File: config.mk
export PLATFORM = sky130hd
export DESIGN_NAME = spi_master_ctrl
export DESIGN_NICKNAME = d
export VERILOG_FILES = /design/src/rtl/spi_pkg.sv /design/src/rtl/spi_clk_gen.sv /design/src/rtl/spi_master_ctrl.sv
export SDC_FILE = /design/constraint.sdc
export NUM_CORES = 1
export LEC_CHECK = 0
export BUFFER_PORTS_ARGS = -buffer_cell sky130_fd_sc_hd__buf_2
export CAP_MARGIN = 20
export CORE_MARGIN = 1.5
export CORE_UTILIZATION = 55
export CTS_CLUSTER_SIZE = 25
export DETAILED_ROUTE_END_ITERATION = 8
export PLACE_DENSITY = 0.8
export SLEW_MARGIN = 20
export SYNTH_ARGS = -nofsm -noshare
export SYNTH_HDL_FRONTEND = slang
export SYNTH_HIERARCHICAL = 1
export SYNTH_SLANG_ARGS = --single-unit
export TNS_END_PERCENT = 50
File: constraint.sdc
create_clock -name i_Clk -period 4.8 [get_ports i_Clk]
set_input_delay 0.24 -clock i_Clk [delete_from_list [all_inputs] [get_ports i_Clk]]
set_output_delay 0.24 -clock i_Clk [all_outputs]
set_load 0.01 [all_outputs]
File: src/rtl/spi_pkg.sv
// Shared constants and FSM encoding for the SPI mode-0 master controller.
package spi_pkg;

   localparam logic SPI_CPOL = 1'b0;
   localparam logic SPI_CPHA = 1'b0;
   localparam int   DEFAULT_CLKS_PER_HALF_BIT = 2;

   typedef enum logic [2:0] {
      ST_IDLE      = 3'd0,
      ST_XFER      = 3'd1,
      ST_WAIT_BYTE = 3'd2,
      ST_CS_HOLD   = 3'd3,
      ST_CS_IDLE   = 3'd4
   } spi_state_t;

endpackage

File: src/rtl/spi_clk_gen.sv
// Half-bit timer and registered SCLK; counter and phase return to idle whenever disabled.
module spi_clk_gen
   import spi_pkg::*;
#(
   parameter int CLKS_PER_HALF_BIT = DEFAULT_CLKS_PER_HALF_BIT
)(
   input  logic i_Clk,
   input  logic i_Rst,
   input  logic i_Enable,
   output logic o_Rise_Strobe,
   output logic o_Fall_Strobe,
   output logic o_SPI_Clk
);

   localparam int               CNT_W    = $clog2(CLKS_PER_HALF_BIT);
   localparam logic [CNT_W-1:0] CNT_LAST = CNT_W'(CLKS_PER_HALF_BIT - 1);

   logic [CNT_W-1:0] r_Half_Cnt;
   logic             r_SPI_Clk;
   logic             w_Half_Done;

   // Strobes are asserted in the cycle before the edge that toggles SCLK.
   assign w_Half_Done   = i_Enable && (r_Half_Cnt == CNT_LAST);
   assign o_Rise_Strobe = w_Half_Done && (r_SPI_Clk == SPI_CPOL);
   assign o_Fall_Strobe = w_Half_Done && (r_SPI_Clk != SPI_CPOL);
   assign o_SPI_Clk     = r_SPI_Clk;

   always_ff @(posedge i_Clk or posedge i_Rst) begin
      if (i_Rst) begin
         r_Half_Cnt <= '0;
         r_SPI_Clk  <= SPI_CPOL;
      end else if (!i_Enable) begin
         r_Half_Cnt <= '0;
         r_SPI_Clk  <= SPI_CPOL;
      end else if (w_Half_Done) begin
         r_Half_Cnt <= '0;
         r_SPI_Clk  <= ~r_SPI_Clk;
      end else begin
         r_Half_Cnt <= r_Half_Cnt + 1'b1;
      end
   end

endmodule

File: src/rtl/spi_master_ctrl.sv
// SPI mode-0 master: byte handshake on the user side, CS/SCLK/MOSI sequencing and burst control.
module spi_master_ctrl
   import spi_pkg::*;
#(
   parameter int CLKS_PER_HALF_BIT = DEFAULT_CLKS_PER_HALF_BIT,
   parameter int CS_IDLE_CLKS      = 2
)(
   input  logic       i_Clk,
   input  logic       i_Rst,
   input  logic [7:0] i_TX_Count,
   input  logic [7:0] i_TX_Byte,
   input  logic       i_TX_DV,
   output logic       o_TX_Ready,
   output logic [7:0] o_RX_Byte,
   output logic       o_RX_DV,
   output logic       o_Busy,
   output logic       o_SPI_Clk,
   input  logic       i_SPI_MISO,
   output logic       o_SPI_MOSI,
   output logic       o_SPI_CS_n
);

   localparam int WAIT_MAX = (CLKS_PER_HALF_BIT > CS_IDLE_CLKS) ? CLKS_PER_HALF_BIT : CS_IDLE_CLKS;
   localparam int WAIT_W   = $clog2(WAIT_MAX + 1);
   localparam logic [WAIT_W-1:0] HOLD_LAST = WAIT_W'(CLKS_PER_HALF_BIT - 1);
   localparam logic [WAIT_W-1:0] IDLE_LAST = WAIT_W'(CS_IDLE_CLKS - 1);

   spi_state_t        r_State,    w_State_Next;
   logic [7:0]        r_TX_Shift, w_TX_Shift_Next;
   logic [7:0]        r_RX_Shift, w_RX_Shift_Next;
   logic [7:0]        r_RX_Byte,  w_RX_Byte_Next;
   logic [7:0]        r_Remain,   w_Remain_Next;
   logic [2:0]        r_Bit_Cnt,  w_Bit_Cnt_Next;
   logic [WAIT_W-1:0] r_Wait_Cnt, w_Wait_Cnt_Next;
   logic              r_RX_DV,    w_RX_DV_Next;
   logic              r_TX_Ready, w_TX_Ready_Next;
   logic              r_Busy,     w_Busy_Next;
   logic              r_MOSI,     w_MOSI_Next;
   logic              r_CS_n,     w_CS_n_Next;
   logic              w_Rise, w_Fall, w_Sample, w_Shift, w_Accept, w_Clk_En;

   assign w_Clk_En = (r_State == ST_XFER);

   spi_clk_gen #(
      .CLKS_PER_HALF_BIT(CLKS_PER_HALF_BIT)
   ) u_clk_gen (
      .i_Clk        (i_Clk),
      .i_Rst        (i_Rst),
      .i_Enable     (w_Clk_En),
      .o_Rise_Strobe(w_Rise),
      .o_Fall_Strobe(w_Fall),
      .o_SPI_Clk    (o_SPI_Clk)
   );

   // Mode 0 samples on the leading edge and shifts on the trailing edge.
   assign w_Sample = SPI_CPHA ? w_Fall : w_Rise;
   assign w_Shift  = SPI_CPHA ? w_Rise : w_Fall;
   assign w_Accept = i_TX_DV && r_TX_Ready;

   always_comb begin
      w_State_Next    = r_State;
      w_TX_Shift_Next = r_TX_Shift;
      w_RX_Shift_Next = r_RX_Shift;
      w_RX_Byte_Next  = r_RX_Byte;
      w_Remain_Next   = r_Remain;
      w_Bit_Cnt_Next  = r_Bit_Cnt;
      w_Wait_Cnt_Next = r_Wait_Cnt;
      w_RX_DV_Next    = 1'b0;
      w_MOSI_Next     = r_MOSI;
      w_CS_n_Next     = r_CS_n;
      case (r_State)
         ST_IDLE: begin
            if (w_Accept) begin
               w_TX_Shift_Next = i_TX_Byte;
               w_MOSI_Next     = i_TX_Byte[7];
               w_Remain_Next   = (i_TX_Count == 8'd0) ? 8'd1 : i_TX_Count;
               w_Bit_Cnt_Next  = 3'd0;
               w_CS_n_Next     = 1'b0;
               w_State_Next    = ST_XFER;
            end
         end
         ST_XFER: begin
            if (w_Sample)
               w_RX_Shift_Next = {r_RX_Shift[6:0], i_SPI_MISO};
            if (w_Shift) begin
               w_Bit_Cnt_Next = r_Bit_Cnt + 3'd1;
               if (r_Bit_Cnt == 3'd7) begin
                  w_RX_Byte_Next = r_RX_Shift;
                  w_RX_DV_Next   = 1'b1;
                  w_Remain_Next  = r_Remain - 8'd1;
                  w_State_Next   = (r_Remain > 8'd1) ? ST_WAIT_BYTE : ST_CS_HOLD;
               end else begin
                  w_TX_Shift_Next = {r_TX_Shift[6:0], 1'b0};
                  w_MOSI_Next     = r_TX_Shift[6];
               end
            end
         end
         ST_WAIT_BYTE: begin
            if (w_Accept) begin
               w_TX_Shift_Next = i_TX_Byte;
               w_MOSI_Next     = i_TX_Byte[7];
               w_State_Next    = ST_XFER;
            end
         end
         ST_CS_HOLD: begin
            if (r_Wait_Cnt == HOLD_LAST) begin
               w_Wait_Cnt_Next = '0;
               w_CS_n_Next     = 1'b1;
               w_MOSI_Next     = 1'b0;
               w_State_Next    = ST_CS_IDLE;
            end else begin
               w_Wait_Cnt_Next = r_Wait_Cnt + 1'b1;
            end
         end
         ST_CS_IDLE: begin
            if (r_Wait_Cnt == IDLE_LAST) begin
               w_Wait_Cnt_Next = '0;
               w_State_Next    = ST_IDLE;
            end else begin
               w_Wait_Cnt_Next = r_Wait_Cnt + 1'b1;
            end
         end
         default: w_State_Next = ST_IDLE;
      endcase
      // Handshake flags are registered and follow the state being entered.
      w_TX_Ready_Next = (w_State_Next == ST_IDLE) || (w_State_Next == ST_WAIT_BYTE);
      w_Busy_Next     = (w_State_Next != ST_IDLE);
   end

   always_ff @(posedge i_Clk or posedge i_Rst) begin
      if (i_Rst) begin
         r_State    <= ST_IDLE;
         r_TX_Shift <= '0;
         r_RX_Shift <= '0;
         r_RX_Byte  <= '0;
         r_Remain   <= '0;
         r_Bit_Cnt  <= '0;
         r_Wait_Cnt <= '0;
         r_RX_DV    <= 1'b0;
         r_TX_Ready <= 1'b0;
         r_Busy     <= 1'b0;
         r_MOSI     <= 1'b0;
         r_CS_n     <= 1'b1;
      end else begin
         r_State    <= w_State_Next;
         r_TX_Shift <= w_TX_Shift_Next;
         r_RX_Shift <= w_RX_Shift_Next;
         r_RX_Byte  <= w_RX_Byte_Next;
         r_Remain   <= w_Remain_Next;
         r_Bit_Cnt  <= w_Bit_Cnt_Next;
         r_Wait_Cnt <= w_Wait_Cnt_Next;
         r_RX_DV    <= w_RX_DV_Next;
         r_TX_Ready <= w_TX_Ready_Next;
         r_Busy     <= w_Busy_Next;
         r_MOSI     <= w_MOSI_Next;
         r_CS_n     <= w_CS_n_Next;
      end
   end

   assign o_TX_Ready = r_TX_Ready;
   assign o_RX_Byte  = r_RX_Byte;
   assign o_RX_DV    = r_RX_DV;
   assign o_Busy     = r_Busy;
   assign o_SPI_MOSI = r_MOSI;
   assign o_SPI_CS_n = r_CS_n;

endmodule

==> results.md, run 1 <==
* Synth Area in XOR/XNOR at less than 1%
* Cell area power density at around 560 mW/mm²
* Worst-path clk slew at 0.09 ns
* Total number of yosys warnings at 6
* Unrepaired setup endpoints after global routing: no
* Top cell type's share of synthesized area at 48.99%
* First DRT Iteration DRCs at 71
* Primary FF master, synth: dfrtp_1
* Count of final setup violators at 0
* Die area at roughly 0.0046 mm²
* Least-Margin Pin Slew at between 0.6 and 0.7 ns
* Gp weighted congestion at approximately 0.84
* Synth Area per Inst at around 10 µm²
* Post-synthesis sequential area ratio at ~50%
* TritonCTS Buffers at 5
* Number of flops mapped to enable cells by yosys at 0
* Max FO, Critical Path at 17
* #FFs+latches synth at 46
* TritonCTS clock tree: done
* First-pass GRT wire length at 7314 µm
* Synth Cell Area at 0.002298 mm²
* Max-slew headroom at 59.88%
* Final Hold Vio Count at 0
* CTS Root Cell: clkbuf_8
* Via count at 1,661
* Worst Setup End Kind: flop
* Number of max-cap violations at 0
* Netlist cell types at 54
* Critical path type: reg -> reg
* Antenna Cells at 0
* Die X at 67.65 µm
* Syn nets at around 250
* Clk_skew at about 0.009 ns
* Die height at a little under 70 µm
* Final WL at ~4300 µm
* FMAX at about 0.35 GHz
* TritonCTS Sinks at 46
* Core footprint at about 0.0040 mm²
* Hold crit path type: in -> reg
* Net Sw Frac at 35.28%
* CTS max path bufs at 2
* Final Max Tran Viols at 0
* Leak at ~1.3 nW
* Setup tns final at 0 ns
* Adder-Cell Fraction of Synth Area at between 2 and 2.5%
* Mapped Cells at approximately 220
* Fraction of registers with async set/reset at between 90% and 100%
* Area contributors post-synth: dfrtp_1 49%, nand2_1 7.5%, mux2_4 5.2%
* H-tree levels at 2
* Leading area contributor after synthesis: dfrtp_1
* Max VDD drop at roughly 0.37 mV
* Io pins at 34
* Internal power at roughly 930 µW
* # rows at 23
* Clk pwr share at 19.7%
* Commonest cells post-synth: 46 x nand2_1, 45 x dfrtp_1, 18 x o21ai_0
* Largest net degree at the start of global routing at 45
* Drt pass-1 iters at 4
* Fraction of layout instances using a drive strength above 1 at between 20% and 30%
* Drt wl/cell at roughly 14 µm
* Simple-gate portion of the synthesized area at between 20% and 30%
* Part of the cycle the worst path needs at around 60%
* Area Growth Syn to Fin at 12.41%
* P_sw at around 510 µW
* Logic gate share of total power at a little over a third
* Tmin final at between 2 and 3 ns
* # nets final at 279
* Initial antenna violation count at 0
* Global route overflow at 0
* Seq pwr share at a little over two fifths
* Clock latency on the worst-skew pair at 0.29 ns
* Post-synthesis compound-gate area fraction at approximately 13%
* Status: finished, final reports clean
* DRC Markers at 0
* Post-DP HPWL at ~3000 µm
* Pwr Total at ~1.4 mW
* Top-count cell post-synth: nand2_1
* Starting Density at around 57%
* # resized after CTS at 0
* GRT Total Usage at a little over a fifth
* Vias in the first global route at 1,537
* Final ANT Viol Nets at 0
* Mux contribution to synthesized area at a little under 9%
* Worst endpoint data arrival time at about 3 ns
* Largest family of logic cells by synthesized area: simple AND/OR/NAND/NOR gates
* Startpoint types: flop
* I/O Buffers at 33
* Worst path required time at between 4 and 5 ns
* Vias per cell at 5.428
==> cells by family (layout without fill, tap and decap cells) <==
family,Yosys count,after routing
and+or+nand+nor,91,91
adders and majority gates,4,4
muxes,16,16
xor gates and xnor gates,2,2
buffers and inverters,16,49
DFF,46,46
AOI/OAI and AO/OA,48,48
==> through the flow <==
| stage | hold WS (ns) | worst slack [ns] | cell area [µm²] | cells | util (%) |
|---|---|---|---|---|---|
| 2_1_floorplan | -0.01882 | 2.480 | 2298 | 223 | - |
| 3_3_place_gp | 0.09916 | 2.066 | 2464 | 297 | 61.59 |
| 3_5_place_dp | 0.1001 | 1.974 | 2464 | 297 | 61.59 |
| 4_1_cts | 0.1658 | 1.942 | 2584 | 306 | 64.59 |
| 5_1_grt | 0.1677 | 1.744 | 2584 | 306 | 64.59 |
| 6_report | 0.1699 | 1.914 | 2584 | 306 | 64.59 |
==> state kept, by name, indices dropped and copies added, names as in the netlist, 2 cells and up <==
signal,count
o_RX_Byte,8
r_RX_Shift,8
r_Remain,8
r_TX_Shift,7
r_Bit_Cnt,3
r_State,3
r_Wait_Cnt,2
==> layout by cell type (no fill, tap or decap), types with 3 or more instances in the layout <==
cell and n:
a21oi_1 8, clkbuf_8 5, buf_2 33, nand2b_1 3, nor2_1 11, and2_1 3, a211o_1 3, nand2_1 46
dfrtp_1 45, o21ai_1 3, o21ai_0 18, inv_1 4, mux2_4 8, mux2i_1 6, ha_1 4, nand3_1 4
nor3_1 4
==> final timing paths <==
path                         startpoint                  end  slack [ns]  depth (start not counted)
max                          r_State[0]          r_Remain[7]        1.91                          7
min                        i_TX_Byte[0]        r_TX_Shift[0]        0.17                          3
max reg2reg                  r_State[0]          r_Remain[7]        1.91                          7
min reg2reg                o_RX_Byte[1]         o_RX_Byte[1]        0.47                          2
max in group asynchronous         i_Rst           o_SPI_CS_n        3.80                          4
min in group asynchronous         i_Rst  u_clk_gen/o_SPI_Clk        0.34                          3
==> power groups by stage <==
stage | registers [mW] | clock network, mW | logic (mW)
2_1_floorplan | 0.615 | 0 | 0.452
3_3_place_gp | 0.630 | 0 | 0.513
3_5_place_dp | 0.639 | 0 | 0.523
4_1_cts | 0.632 | 0.292 | 0.530
5_1_grt | 0.654 | 0.305 | 0.594
6_report | 0.633 | 0.283 | 0.523
==> what timing repair did <==
| item | in CTS | in global routing |
|---|---|---|
| setup buffers | 0 | 0 |
| hold buffers | 1 | 0 |
| endpoints found under the hold margin | 2 | 0 |
| endpoints found under the setup margin | 0 | 0 |
==> layout make-up <==
| class | instances | area [µm²] |
|---|---|---|
| clock buffers | 6 | 72.57 |
| clock inverters | 2 | 37.54 |
| fillers | 335 | 1416 |
| inverters | 6 | 27.53 |
| multi-input cells | 161 | 1049 |
| flip-flops and latches | 46 | 1152 |
| well taps | 50 | 62.56 |
| repair buffers | 35 | 182.7 |
==> worst max-delay path, cell delays in order (launching register included) <==
cell and delay (ns):
dfrtp_1 0.54, or3b_1 0.66, inv_6 0.25, and3_2 0.29
nand3_1 0.13, a211oi_1 0.55, o21ai_0 0.18, o2bb2ai_1 0.16
==> metal layers <==
metal  vias up  track usage [%]  wire [µm]
li1        836                -          -
met1       791            30.74       2098
met2        28            31.99       2025
met3         6            5.500        124
met4         0            7.653         58
met5         -                0          0
(Power assumes the default switching activity.)
==> run 2, diff against run 1 <==
Clock period 4.8 ns to 2.7 ns, I/O delays scaled along.
==> run 2 against run 1 <==
  * Sequential share of layout area decreased by 0.11 points
  * Largest power group unchanged
  * Power increased by 73%
  * Utilization increased by 0.16 points
  * Final cell count increased by 1.3%
  * First-iteration DRC count increased by 82%
  * Routed wire length decreased by 1.2%
  * Die area unchanged
  * Global-route usage decreased by 1.7 points
  * Largest cell class unchanged
  * Non-clock buffer count increased by 4
  * Clock skew decreased by 0.00098 ns
  * Via count increased by 3.1%
  * Highest routed layer unchanged
  * Sequential power increased by 75%
==> results.md, run 2 (same netlist as run 1, synthesis figures left out) <==
* Part of the cycle the worst path needs at 90.75% (was 60.13%)
* Hold crit path type: in -> reg (unchanged)
* Final Hold Vio Count at 0 (unchanged)
* GRT Total Usage at 19.96% (was 21.63%)
* Setup tns final at 0 ns (unchanged)
* Final ANT Viol Nets at 0 (unchanged)
* Worst endpoint data arrival time at 2.62 ns (was 3.06 ns)
* Max stage delay on crit path at 0.58 ns (was 0.66 ns)
* Gp weighted congestion at 0.9212 (was 0.8409)
* Antenna Cells at 0 (unchanged)
* Vias in the first global route at 1,610 (was 1,537)
* Post-DP HPWL at 2978 µm (was 3007 µm)
* Drt wl/cell at 13.72 µm (was 14.07 µm)
* Via count at 1,712 (was 1,661)
* # resized after CTS at 0 (unchanged)
* Commonest non-fill, non-tap cell in the layout: nand2_1 (unchanged)
* Leak at 1.272 nW (was 1.258 nW)
* Worst path required time at 2.87 ns (was 4.98 ns)
* Critical path type: reg -> reg (unchanged)
* Family with the most delay on the worst path: compound AO/OA/AOI/OAI gates (was simple AND/OR/NAND/NOR gates)
* Least-Margin Pin Slew at 0.6278 ns (was 0.6018 ns)
* TritonCTS Sinks at 46 (unchanged)
* Vias per cell at 5.523 (was 5.428)
* # nets final at 283 (was 279)
* Worst-path clk slew at 0.09 ns (about the same)
* Critical path buffer and inverter count at 1 (unchanged)
* Die area at 0.004576 mm² (unchanged)
* FMAX at 0.4081 GHz (was 0.3465 GHz)
* Cell area power density at 960.6 mW/mm² (was 557.4 mW/mm²)
* Core footprint at 0.004000 mm² (unchanged)
* Count of final setup violators at 0 (unchanged)
* Initial antenna violation count at 0 (unchanged)
* H-tree levels at 2 (unchanged)
* Fraction of layout instances using a drive strength above 1 at 26.15% (was 25.00%)
* Max-slew headroom at 57.89% (was 59.88%)
* # rows at 23 (unchanged)
* CTS max path bufs at 2 (unchanged)
* Worst path slowest cell: a211oi_1 (was or3b_1)
* Global route overflow at 0 (unchanged)
* I/O Buffers at 33 (unchanged)
* Max VDD drop at 0.6081 mV (was 0.3684 mV)
* Worst Setup End Kind: flop (unchanged)
* DRC Markers at 0 (unchanged)
* Clk_skew at 0.007978 ns (was 0.008956 ns)
* Non-Filler Instances at 310 (was 306)
* Clock latency on the worst-skew pair at 0.29 ns (about the same)
* Die height at 67.65 µm (unchanged)
* Final Max Tran Viols at 0 (unchanged)
* Largest net degree at the start of global routing at 45 (unchanged)
* Final design utilization at 64.75% (was 64.59%)
* Starting Density at 57.46% (unchanged)
* CP cell instances: or3b_1, inv_6, and3_2, nand3_1, a211oi_1, o21ai_0, o2bb2ai_1 (unchanged)
* Placed Instances at 301 (was 297)
* Drt pass-1 iters at 4 (unchanged)
* Startpoint types: flop (unchanged)
* Area Growth Syn to Fin at 12.68% (was 12.41%)
* First DRT Iteration DRCs at 129 (was 71)
* Io pins at 34 (unchanged)
* CTS Root Cell: clkbuf_8 (unchanged)
* Tmin final at 2.450 ns (was 2.886 ns)
* Number of max-cap violations at 0 (unchanged)
* Status: finished, final reports clean (unchanged)
* TritonCTS clock tree: done (unchanged)
* # fillers at 327 (was 335)
* Unrepaired setup endpoints after global routing: no (unchanged)
* TritonCTS Buffers at 5 (unchanged)
* Final WL at 4253 µm (was 4305 µm)
* Max FO, Critical Path at 16 (was 17)
* First-pass GRT wire length at 6962 µm (was 7314 µm)
* Most frequent cells in the layout: 46 x nand2_1, 45 x dfrtp_1, 33 x buf_2, 18 x o21ai_0, 11 x nor2_1 (unchanged)
* Die X at 67.65 µm (unchanged)
[run 2: per-layer routing]
metal	global-route usage (%)	share of wire, %
met1	27.48	49
met4	4.847	0.78
met2	31.86	45
met3	4.667	5.2
met5	0	0
[run 2: worst register-to-register path: cells and delay by family (launching register included)]
family | cells | cell delay, ns
compound gates | 3 | 0.94
simple gates | 3 | 0.85
flops | 1 | 0.38
buf+inv | 1 | 0.16
[run 2: path summary, 6_finish.rpt]
check                                           end  slack [ns]  depth (start not counted)         start
worst min register to register         o_RX_Byte[5]        0.47                          2  o_RX_Byte[5]
max in group asynchronous              o_RX_Byte[1]        1.79                          4         i_Rst
worst max register to register          r_Remain[7]        0.25                          7    r_State[1]
worst max-delay path                    r_Remain[7]        0.25                          7    r_State[1]
min in group asynchronous       u_clk_gen/o_SPI_Clk        0.24                          3         i_Rst
worst min-delay path                  r_TX_Shift[0]        0.07                          3  i_TX_Byte[0]
[run 2: metrics by stage]
step	hold slack (ns)	setup slack (ns)	area [µm²]	total power, mW
final	0.06571	0.2497	2590	2.488
after global routing	0.06611	0.1166	2590	2.673
after CTS	0.06657	0.2847	2590	2.499
after detailed placement	-0.004448	0.2900	2494	2.087
after global placement	-0.005228	0.4262	2494	2.053
after floorplan	-0.1238	0.3800	2298	1.897
[run 2: cell type report]
| class | count | area, µm² | area share [%] |
|---|---|---|---|
| sequential | 46 | 1152 | 44.49 |
| clock buffer | 6 | 72.57 | 2.802 |
| inverter | 6 | 27.53 | 1.063 |
| tap | 50 | 62.56 | 2.415 |
| clock inverter | 2 | 13.76 | 0.5314 |
| timing repair buffer | 39 | 212.7 | 8.213 |
| multi-input combinational | 161 | 1049 | 40.48 |
[run 2: power by group]
| part | switching, mW | internal (mW) | leakage (nW) | total (mW) |
|---|---|---|---|---|
| combinational | 0.497 | 0.473 | 0.640 | 0.970 |
| sequential | 0.187 | 0.923 | 0.587 | 1.11 |
| clock | 0.225 | 0.183 | 0.0452 | 0.408 |
| total | 0.909 | 1.58 | 1.27 | 2.49 |
[run 2: repair_timing]
action	4_1_cts	5_1_grt
hold buffers	1	0
setup endpoints to repair	0	0
endpoints found under the hold margin	2	0
setup buffers	0	0
